**src/rtl/pc_unit_if.sv**
```systemverilog
// Control/datapath bundle for the program-counter unit: mode inputs from the
// control unit and PC / return-stack outputs toward fetch and the datapath.
interface pc_unit_if #(
    parameter int unsigned WIDTH = 32
);
    logic             pc_we;
    logic [2:0]       npc_op;
    logic [WIDTH-1:0] br_off;
    logic [25:0]      jtarget;
    logic [WIDTH-1:0] rs_val;
    logic             ras_push;
    logic             exc;
    logic             eret;

    logic [WIDTH-1:0] pc;
    logic [WIDTH-1:0] pc_plus4;
    logic [WIDTH-1:0] epc;
    logic [WIDTH-1:0] ras_top;
    logic             ras_empty;
    logic             ras_full;
    logic             ras_ovf;
    logic             ras_unf;
    logic             ras_miss;

    modport master (
        output pc_we, npc_op, br_off, jtarget, rs_val, ras_push, exc, eret,
        input  pc, pc_plus4, epc, ras_top, ras_empty, ras_full,
               ras_ovf, ras_unf, ras_miss
    );

    modport slave (
        input  pc_we, npc_op, br_off, jtarget, rs_val, ras_push, exc, eret,
        output pc, pc_plus4, epc, ras_top, ras_empty, ras_full,
               ras_ovf, ras_unf, ras_miss
    );
endinterface

```
**src/rtl/pc_unit.sv**
```systemverilog
// Program counter with five next-PC modes, exception PC capture and a
// circular return-address stack used as a return-target predictor.
module pc_unit #(
    parameter int unsigned      WIDTH     = 32,
    parameter logic [WIDTH-1:0] RESET_VEC = '0,
    parameter logic [WIDTH-1:0] EXC_VEC   = WIDTH'(32'h0000_0080),
    parameter int unsigned      RAS_DEPTH = 4
) (
    input logic        clk,
    input logic        rst,
    pc_unit_if.slave   bus
);
    localparam int unsigned PTR_W = $clog2(RAS_DEPTH);
    localparam int unsigned CNT_W = PTR_W + 1;

    typedef enum logic [2:0] {
        NPC_SEQ = 3'd0,
        NPC_BR  = 3'd1,
        NPC_J   = 3'd2,
        NPC_JR  = 3'd3,
        NPC_RET = 3'd4
    } npc_op_t;

    logic [WIDTH-1:0] pc_q;
    logic [WIDTH-1:0] epc_q;
    logic [WIDTH-1:0] ras_mem [RAS_DEPTH];
    logic [PTR_W-1:0] top_q;
    logic [CNT_W-1:0] cnt_q;
    logic             ovf_q;
    logic             unf_q;
    logic             miss_q;

    logic [WIDTH-1:0] pc_plus4;
    logic [WIDTH-1:0] npc;
    logic [WIDTH-1:0] top_val;
    logic             empty;
    logic             full;
    logic             advance;
    logic             push;
    logic             pop;

    logic [PTR_W-1:0] top_n;
    logic [CNT_W-1:0] cnt_n;
    logic             ovf_n;
    logic             unf_n;
    logic             miss_n;
    logic             wr_en;
    logic [PTR_W-1:0] wr_idx;

    assign pc_plus4 = pc_q + WIDTH'(4);
    assign empty    = (cnt_q == '0);
    assign full     = (cnt_q == CNT_W'(RAS_DEPTH));
    assign top_val  = ras_mem[top_q];

    // Exception and eret take the edge; only an ordinary advance touches the RAS.
    assign advance = bus.pc_we & ~bus.exc & ~bus.eret;
    assign push    = advance & bus.ras_push;
    assign pop     = advance & (bus.npc_op == NPC_RET);

    always_comb begin
        npc = pc_plus4;
        case (bus.npc_op)
            NPC_BR:          npc = pc_plus4 + (bus.br_off << 2);
            NPC_J:           npc = {pc_plus4[WIDTH-1:28], bus.jtarget, 2'b00};
            NPC_JR, NPC_RET: npc = bus.rs_val;
            default:         npc = pc_plus4;
        endcase
    end

    always_comb begin
        top_n  = top_q;
        cnt_n  = cnt_q;
        ovf_n  = ovf_q;
        unf_n  = unf_q;
        miss_n = 1'b0;
        wr_en  = 1'b0;
        wr_idx = top_q;

        if (pop && empty)
            unf_n = 1'b1;
        if (pop && !empty)
            miss_n = (top_val != bus.rs_val);

        // A call-and-return on a non-empty stack swaps the top in place.
        if (push && pop && !empty) begin
            wr_en  = 1'b1;
            wr_idx = top_q;
        end else if (push) begin
            wr_en  = 1'b1;
            wr_idx = top_q + 1'b1;
            top_n  = top_q + 1'b1;
            if (full)
                ovf_n = 1'b1;
            else
                cnt_n = cnt_q + 1'b1;
        end else if (pop && !empty) begin
            top_n = top_q - 1'b1;
            cnt_n = cnt_q - 1'b1;
        end
    end

    always_ff @(negedge clk or posedge rst) begin
        if (rst) begin
            pc_q   <= RESET_VEC;
            epc_q  <= '0;
            top_q  <= '0;
            cnt_q  <= '0;
            ovf_q  <= 1'b0;
            unf_q  <= 1'b0;
            miss_q <= 1'b0;
        end else begin
            if (bus.exc) begin
                epc_q <= pc_q;
                pc_q  <= EXC_VEC;
            end else if (bus.eret) begin
                pc_q <= epc_q;
            end else if (bus.pc_we) begin
                pc_q <= npc;
            end
            top_q  <= top_n;
            cnt_q  <= cnt_n;
            ovf_q  <= ovf_n;
            unf_q  <= unf_n;
            miss_q <= miss_n;
        end
    end

    always_ff @(negedge clk) begin
        if (wr_en && !rst)
            ras_mem[wr_idx] <= pc_plus4;
    end

    assign bus.pc        = pc_q;
    assign bus.pc_plus4  = pc_plus4;
    assign bus.epc       = epc_q;
    assign bus.ras_top   = empty ? '0 : top_val;
    assign bus.ras_empty = empty;
    assign bus.ras_full  = full;
    assign bus.ras_ovf   = ovf_q;
    assign bus.ras_unf   = unf_q;
    assign bus.ras_miss  = miss_q;
endmodule
```
**src/flat_wrapper.sv**
```systemverilog
// flat-port wrapper written by rule: the top's interface ports become plain ports
module pc_unit_flat 
#(
    parameter int unsigned      WIDTH     = 32,
    parameter logic [WIDTH-1:0] RESET_VEC = '0,
    parameter logic [WIDTH-1:0] EXC_VEC   = WIDTH'(32'h0000_0080),
    parameter int unsigned      RAS_DEPTH = 4
)
  (clk, rst, bus_pc_we, bus_npc_op, bus_br_off, bus_jtarget, bus_rs_val, bus_ras_push, bus_exc, bus_eret, bus_pc, bus_pc_plus4, bus_epc, bus_ras_top, bus_ras_empty, bus_ras_full, bus_ras_ovf, bus_ras_unf, bus_ras_miss);
  pc_unit_if #(.WIDTH(WIDTH)) bus_i ();
  input logic clk;
  input logic rst;
  input wire logic [$bits(bus_i.pc_we)-1:0] bus_pc_we;
  input wire logic [$bits(bus_i.npc_op)-1:0] bus_npc_op;
  input wire logic [$bits(bus_i.br_off)-1:0] bus_br_off;
  input wire logic [$bits(bus_i.jtarget)-1:0] bus_jtarget;
  input wire logic [$bits(bus_i.rs_val)-1:0] bus_rs_val;
  input wire logic [$bits(bus_i.ras_push)-1:0] bus_ras_push;
  input wire logic [$bits(bus_i.exc)-1:0] bus_exc;
  input wire logic [$bits(bus_i.eret)-1:0] bus_eret;
  output wire logic [$bits(bus_i.pc)-1:0] bus_pc;
  output wire logic [$bits(bus_i.pc_plus4)-1:0] bus_pc_plus4;
  output wire logic [$bits(bus_i.epc)-1:0] bus_epc;
  output wire logic [$bits(bus_i.ras_top)-1:0] bus_ras_top;
  output wire logic [$bits(bus_i.ras_empty)-1:0] bus_ras_empty;
  output wire logic [$bits(bus_i.ras_full)-1:0] bus_ras_full;
  output wire logic [$bits(bus_i.ras_ovf)-1:0] bus_ras_ovf;
  output wire logic [$bits(bus_i.ras_unf)-1:0] bus_ras_unf;
  output wire logic [$bits(bus_i.ras_miss)-1:0] bus_ras_miss;
  assign bus_i.pc_we = bus_pc_we;
  assign bus_i.npc_op = bus_npc_op;
  assign bus_i.br_off = bus_br_off;
  assign bus_i.jtarget = bus_jtarget;
  assign bus_i.rs_val = bus_rs_val;
  assign bus_i.ras_push = bus_ras_push;
  assign bus_i.exc = bus_exc;
  assign bus_i.eret = bus_eret;
  assign bus_pc = bus_i.pc;
  assign bus_pc_plus4 = bus_i.pc_plus4;
  assign bus_epc = bus_i.epc;
  assign bus_ras_top = bus_i.ras_top;
  assign bus_ras_empty = bus_i.ras_empty;
  assign bus_ras_full = bus_i.ras_full;
  assign bus_ras_ovf = bus_i.ras_ovf;
  assign bus_ras_unf = bus_i.ras_unf;
  assign bus_ras_miss = bus_i.ras_miss;
  pc_unit #(.WIDTH(WIDTH), .RESET_VEC(RESET_VEC), .EXC_VEC(EXC_VEC), .RAS_DEPTH(RAS_DEPTH)) u_core (.clk(clk), .rst(rst), .bus(bus_i));
endmodule
```
**config.mk**
```make
export PLATFORM = sky130hd
export DESIGN_NAME = pc_unit_flat
export DESIGN_NICKNAME = d
export VERILOG_FILES = /design/src/rtl/pc_unit_if.sv /design/src/rtl/pc_unit.sv /design/src/flat_wrapper.sv
export SDC_FILE = /design/constraint.sdc
export NUM_CORES = 1
export LEC_CHECK = 0
export BUFFER_PORTS_ARGS = -buffer_cell sky130_fd_sc_hd__buf_2
export CORE_MARGIN = 4
export CORE_UTILIZATION = 55
export DETAILED_ROUTE_END_ITERATION = 8
export PLACE_DENSITY = 0.82
export SYNTH_ARGS = -nofsm -noshare
export SYNTH_HDL_FRONTEND = slang
export SYNTH_SLANG_ARGS = --single-unit
```
**constraint.sdc**
```tcl
create_clock -name clk -period 9.5 [get_ports clk]
set_input_delay 0.475 -clock clk [delete_from_list [all_inputs] [get_ports clk]]
set_output_delay 0.475 -clock clk [all_outputs]
set_load 0.05 [all_outputs]
```
==> impl_results.md <==
- Post-cts hold buffer count: 0
- Fraction of registers with async set or reset after synthesis: 36.0%
- Worst Clk Skew: 0.106 ns
- Fraction of the yosys area taken by sequential cells: 50.0%
- Switching Fraction: 44.6%
- Critical R2R Capture: u_core.bus.pc[29]$_DFFE_NP0P_
- Number of detailed-routing iterations run before antenna repair: 5
- Buffer levels on the longest clock path: 2
- Pin count of the biggest net entering global routing: 75
- Count of flip-flops with a built-in enable after synthesis: 128
- Final critical-path setup slack: 0.733 ns
- Total internal power: 1.80 mW
- HPWL after detailed placement: 26.1 mm
- Clock slew at reported path FFs: 0.06 ns
- Filler cell count: 1,451
- Total number of vias: 10,100
- GRT Util Overall: 32.5%
- Insertion delay to the later sink of the worst-skew pair: 0.52 ns
- Startpoint of the lowest-slack hold path: u_core.cnt_q[2]$_DFFE_NP0P_
- Crit path arrival time: 8.29 ns
- Port Buffers: 229
- Sequential Power Share: 32.1%
- Via count of the first global-routing pass: 9,632
- Worst setup slack before clock tree synthesis: 1.12 ns
- Final cell count without fillers: 1,624
- CP Data Required Time: 9.03 ns
- Slack of the worst reg-to-reg path: 4.31 ns
- First DRT Iteration DRCs: 1,206
- Worst vdd rail ir drop: 141 uV
- Commonest cells in the netlist: sky130_fd_sc_hd__edfxtp_1, sky130_fd_sc_hd__a21oi_1, sky130_fd_sc_hd__dfrtn_1, sky130_fd_sc_hd__nor2_1, sky130_fd_sc_hd__xnor2_1
- Unrepaired setup endpoints after global routing: false
- Post-layout nets: 1,475
- Launch point of the worst reg-to-reg path: u_core.bus.pc[2]$_DFFE_NP0P_
- Worst Hold Slack: 0.456 ns
- First-pass GRT wire length: 55.4 mm
- P per Cell Area: 232 nW/um^2
- Mean area per synthesized cell: 11.5 sq um
- Number of buffers created by CTS: 17
- Cell Rows: 52
- Mapped cell area: 11,300 sq um
- Crit path max-delay cell type: sky130_fd_sc_hd__xnor2_1
- Remaining Overflow, GRT: 0
- Die Outline Area: 22,900 sq um
- Combinational cell fraction of total power: 36.5%
- Clock Root Buffer: sky130_fd_sc_hd__clkbuf_16
- Detailed-route wire length: 37.2 mm
- Remaining design rule violation count: 0
- Top FF cell, synth: sky130_fd_sc_hd__edfxtp_1
- Flops & latches, synth: 200
- Number of top-level design ports: 232
- Most instantiated library cell after synthesis: sky130_fd_sc_hd__edfxtp_1
- Post-place instance area: 12,800 sq um
- Library cells used by synthesis: 64
- Share of post-route cells with drive strength above 1: 27.1%
- Per-cell routed wire length: 22.9 um
- Number of nets in the synthesized netlist: 1,121
- # resized after CTS: 0
- Number of levels the H-tree was split into: 4
- Power dissipated by switching net loads: 1.45 mW
- Placer's final routability congestion estimate: 0.984
- Class of the tightest hold or removal check: reg -> reg
- Critical path endpoint category: output port
- Series of cell instances along the critical path: ha_1, nand3_1, or2_2, nor3b_1, and2_1, nand2_1, xnor2_1, buf_2
- Maxcap violations: 0
- Finished Cell Area: 13,900 sq um
- Outcome: finished, final reports clean
- Top post-synthesis cells by area: sky130_fd_sc_hd__edfxtp_1, sky130_fd_sc_hd__dfrtn_1, sky130_fd_sc_hd__mux4_2, sky130_fd_sc_hd__xnor2_1, sky130_fd_sc_hd__ha_1
- Area fraction of the dominant cell type after synthesis: 34.1%
- Horizontal die dimension: 151 um
- Total number of clock tree sinks: 200
- Clk pwr share: 31.4%
- Setup Fix Bufs, Post-CTS: 0
- Largest area contributor in the synthesized netlist: sky130_fd_sc_hd__edfxtp_1
- Synthesized instance count: 983
- Antenna violations before repair: 4
- Synthesis-to-finish area growth: 23.6%
- Worst Setup Path Type: reg -> out
- Detail Route Antenna Nets: 0
- Ratio of routed vias to standard cells: 6.22
- Slew headroom: 37.0%
- Critical path's largest stage delay: 0.68 ns
- Number of endpoints failing setup at the final stage: 0
- Max Fanout on Critical Path: 7
- Buf/Inv on CP: 1
- Dominant delay contributor by cell family on the critical path: simple AND/OR/NAND/NOR gates
- Floorplan core area: 20,200 sq um
- Sum Neg Setup Slack: 0 ns
- Pin slew with the least headroom to its limit: 0.939 ns
- Instance count along the most critical hold path: 1
- Yosys Warn Count: 0
- Count of pins over their slew limit: 0
- Cells on worst reg2reg path: 16
- Leakage component of the power: 6.33 nW
- CTS tree: yes
- Endpoint, Worst Hold: u_core.cnt_q[2]$_DFFE_NP0P_
- Element type at the critical path start: register
- Placed instance count: 1,461
- Die height: 151 um
- Number of hold violations in the final report: 0
- Initial Util: 55.8%
==> power by group through the flow <==
stage	combinational (mW)	sequential, mW	clock (mW)
after floorplan	0.795	1.11	0.0805
after global placement	1.15	1.05	0.0805
after detailed placement	1.16	1.05	0.0805
after CTS	1.17	1.04	1.02
after global routing	1.24	1.05	1.10
final	1.18	1.04	1.02
==> per-stage QoR <==
| step | util (%) | power, mW |
|---|---|---|
| floorplan | - | 1.98 |
| global placement | 63.4 | 2.28 |
| detailed placement | 63.4 | 2.29 |
| CTS | 68.9 | 3.23 |
| global route | 68.9 | 3.38 |
| finish | 68.9 | 3.24 |
==> layout make-up <==
| class | count | area [sq um] | share of cell area (%) |
|---|---|---|---|
| well taps | 270 | 338 | 2.42 |
| diodes | 4 | 10.0 | 0.0718 |
| flip-flops and latches | 200 | 5650 | 40.5 |
| clock buffers | 17 | 425 | 3.05 |
| repair buffers | 257 | 1370 | 9.81 |
| clock inverters | 143 | 692 | 4.96 |
| multi-input cells | 707 | 5370 | 38.5 |
| inverters | 26 | 97.6 | 0.700 |
==> sequential cells by signal (all words and copies together), names as in the netlist <==
name,cells
u_core.bus.epc,32
u_core.bus.pc,32
u_core.bus.ras_miss,1
u_core.bus.ras_ovf,1
u_core.bus.ras_unf,1
u_core.cnt_q,3
u_core.ras_mem,128
u_core.top_q,2
==> placed cells by master (no fill, tap or decap), types with 12 or more instances in the layout <==
| master | count |
|---|---|
| sky130_fd_sc_hd__edfxtp_1 | 128 |
| sky130_fd_sc_hd__a221oi_1 | 23 |
| sky130_fd_sc_hd__nand2_1 | 61 |
| sky130_fd_sc_hd__xor2_1 | 20 |
| sky130_fd_sc_hd__a21oi_1 | 76 |
| sky130_fd_sc_hd__nand4_1 | 16 |
| sky130_fd_sc_hd__inv_1 | 153 |
| sky130_fd_sc_hd__mux4_2 | 32 |
| sky130_fd_sc_hd__o21ai_0 | 58 |
| sky130_fd_sc_hd__ha_1 | 37 |
| sky130_fd_sc_hd__mux2i_1 | 12 |
| sky130_fd_sc_hd__nor2_1 | 66 |
| sky130_fd_sc_hd__dfrtn_1 | 72 |
| sky130_fd_sc_hd__nor3_1 | 22 |
| sky130_fd_sc_hd__nand3_1 | 19 |
| sky130_fd_sc_hd__xnor2_1 | 65 |
| sky130_fd_sc_hd__buf_2 | 229 |
| sky130_fd_sc_hd__buf_4 | 27 |
| sky130_fd_sc_hd__nor2b_1 | 36 |
| sky130_fd_sc_hd__clkbuf_16 | 17 |
| sky130_fd_sc_hd__mux2_2 | 30 |
==> worst max-delay path by stage <==
stage	cells past startpoint	slack (ns)	from	to
after global placement	11	1.14	bus_br_off[13]	u_core.bus.pc[29]$_DFFE_NP0P_
after detailed placement	11	1.12	bus_br_off[14]	u_core.bus.pc[29]$_DFFE_NP0P_
after floorplan	3	0.34	rst	u_core.ras_mem[3][0]$_DFFE_NP_
after global routing	8	0.57	u_core.bus.pc[2]$_DFFE_NP0P_	bus_pc_plus4[28]
after CTS	8	0.82	u_core.bus.pc[2]$_DFFE_NP0P_	bus_pc_plus4[26]
final	8	0.73	u_core.bus.pc[2]$_DFFE_NP0P_	bus_pc_plus4[26]
==> worst register-to-register path, stage by stage (launching register included) <==
cell,delay (ns)
sky130_fd_sc_hd__dfrtn_1,0.52
sky130_fd_sc_hd__ha_1,0.22
sky130_fd_sc_hd__nand3_1,0.17
sky130_fd_sc_hd__or2_2,0.38
sky130_fd_sc_hd__nor2_1,0.19
sky130_fd_sc_hd__nand2_1,0.14
sky130_fd_sc_hd__xnor2_1,0.56
sky130_fd_sc_hd__ha_1,0.30
sky130_fd_sc_hd__and3_1,0.20
sky130_fd_sc_hd__nor3b_2,0.21
sky130_fd_sc_hd__or4b_1,0.53
sky130_fd_sc_hd__a2111oi_0,0.46
sky130_fd_sc_hd__or3b_1,0.34
sky130_fd_sc_hd__a31oi_4,0.14
sky130_fd_sc_hd__xnor2_2,0.15
sky130_fd_sc_hd__a221oi_1,0.39
sky130_fd_sc_hd__a211oi_2,0.13
==> kinds of logic (layout without fill, tap and decap cells) <==
logic type / Yosys count / after routing / synth area share [%]
buffers and inverters: 76 / 443 / 2.63
DFF: 200 / 200 / 50.0
adders and majority gates: 39 / 39 / 4.46
other: 0 / 4 / 0
AOI/OAI and AO/OA: 248 / 248 / 14.3
muxes: 74 / 74 / 10.4
and+or+nand+nor: 260 / 260 / 11.4
xor gates and xnor gates: 86 / 86 / 6.74
==> metal layers <==
layer,part of all wire [%],track usage (%)
met3,12,5.92
met2,45,48.5
met4,4.1,15.1
met5,0,0
met1,39,46.6
No activity file was read; power rests on OpenSTA's default activity.
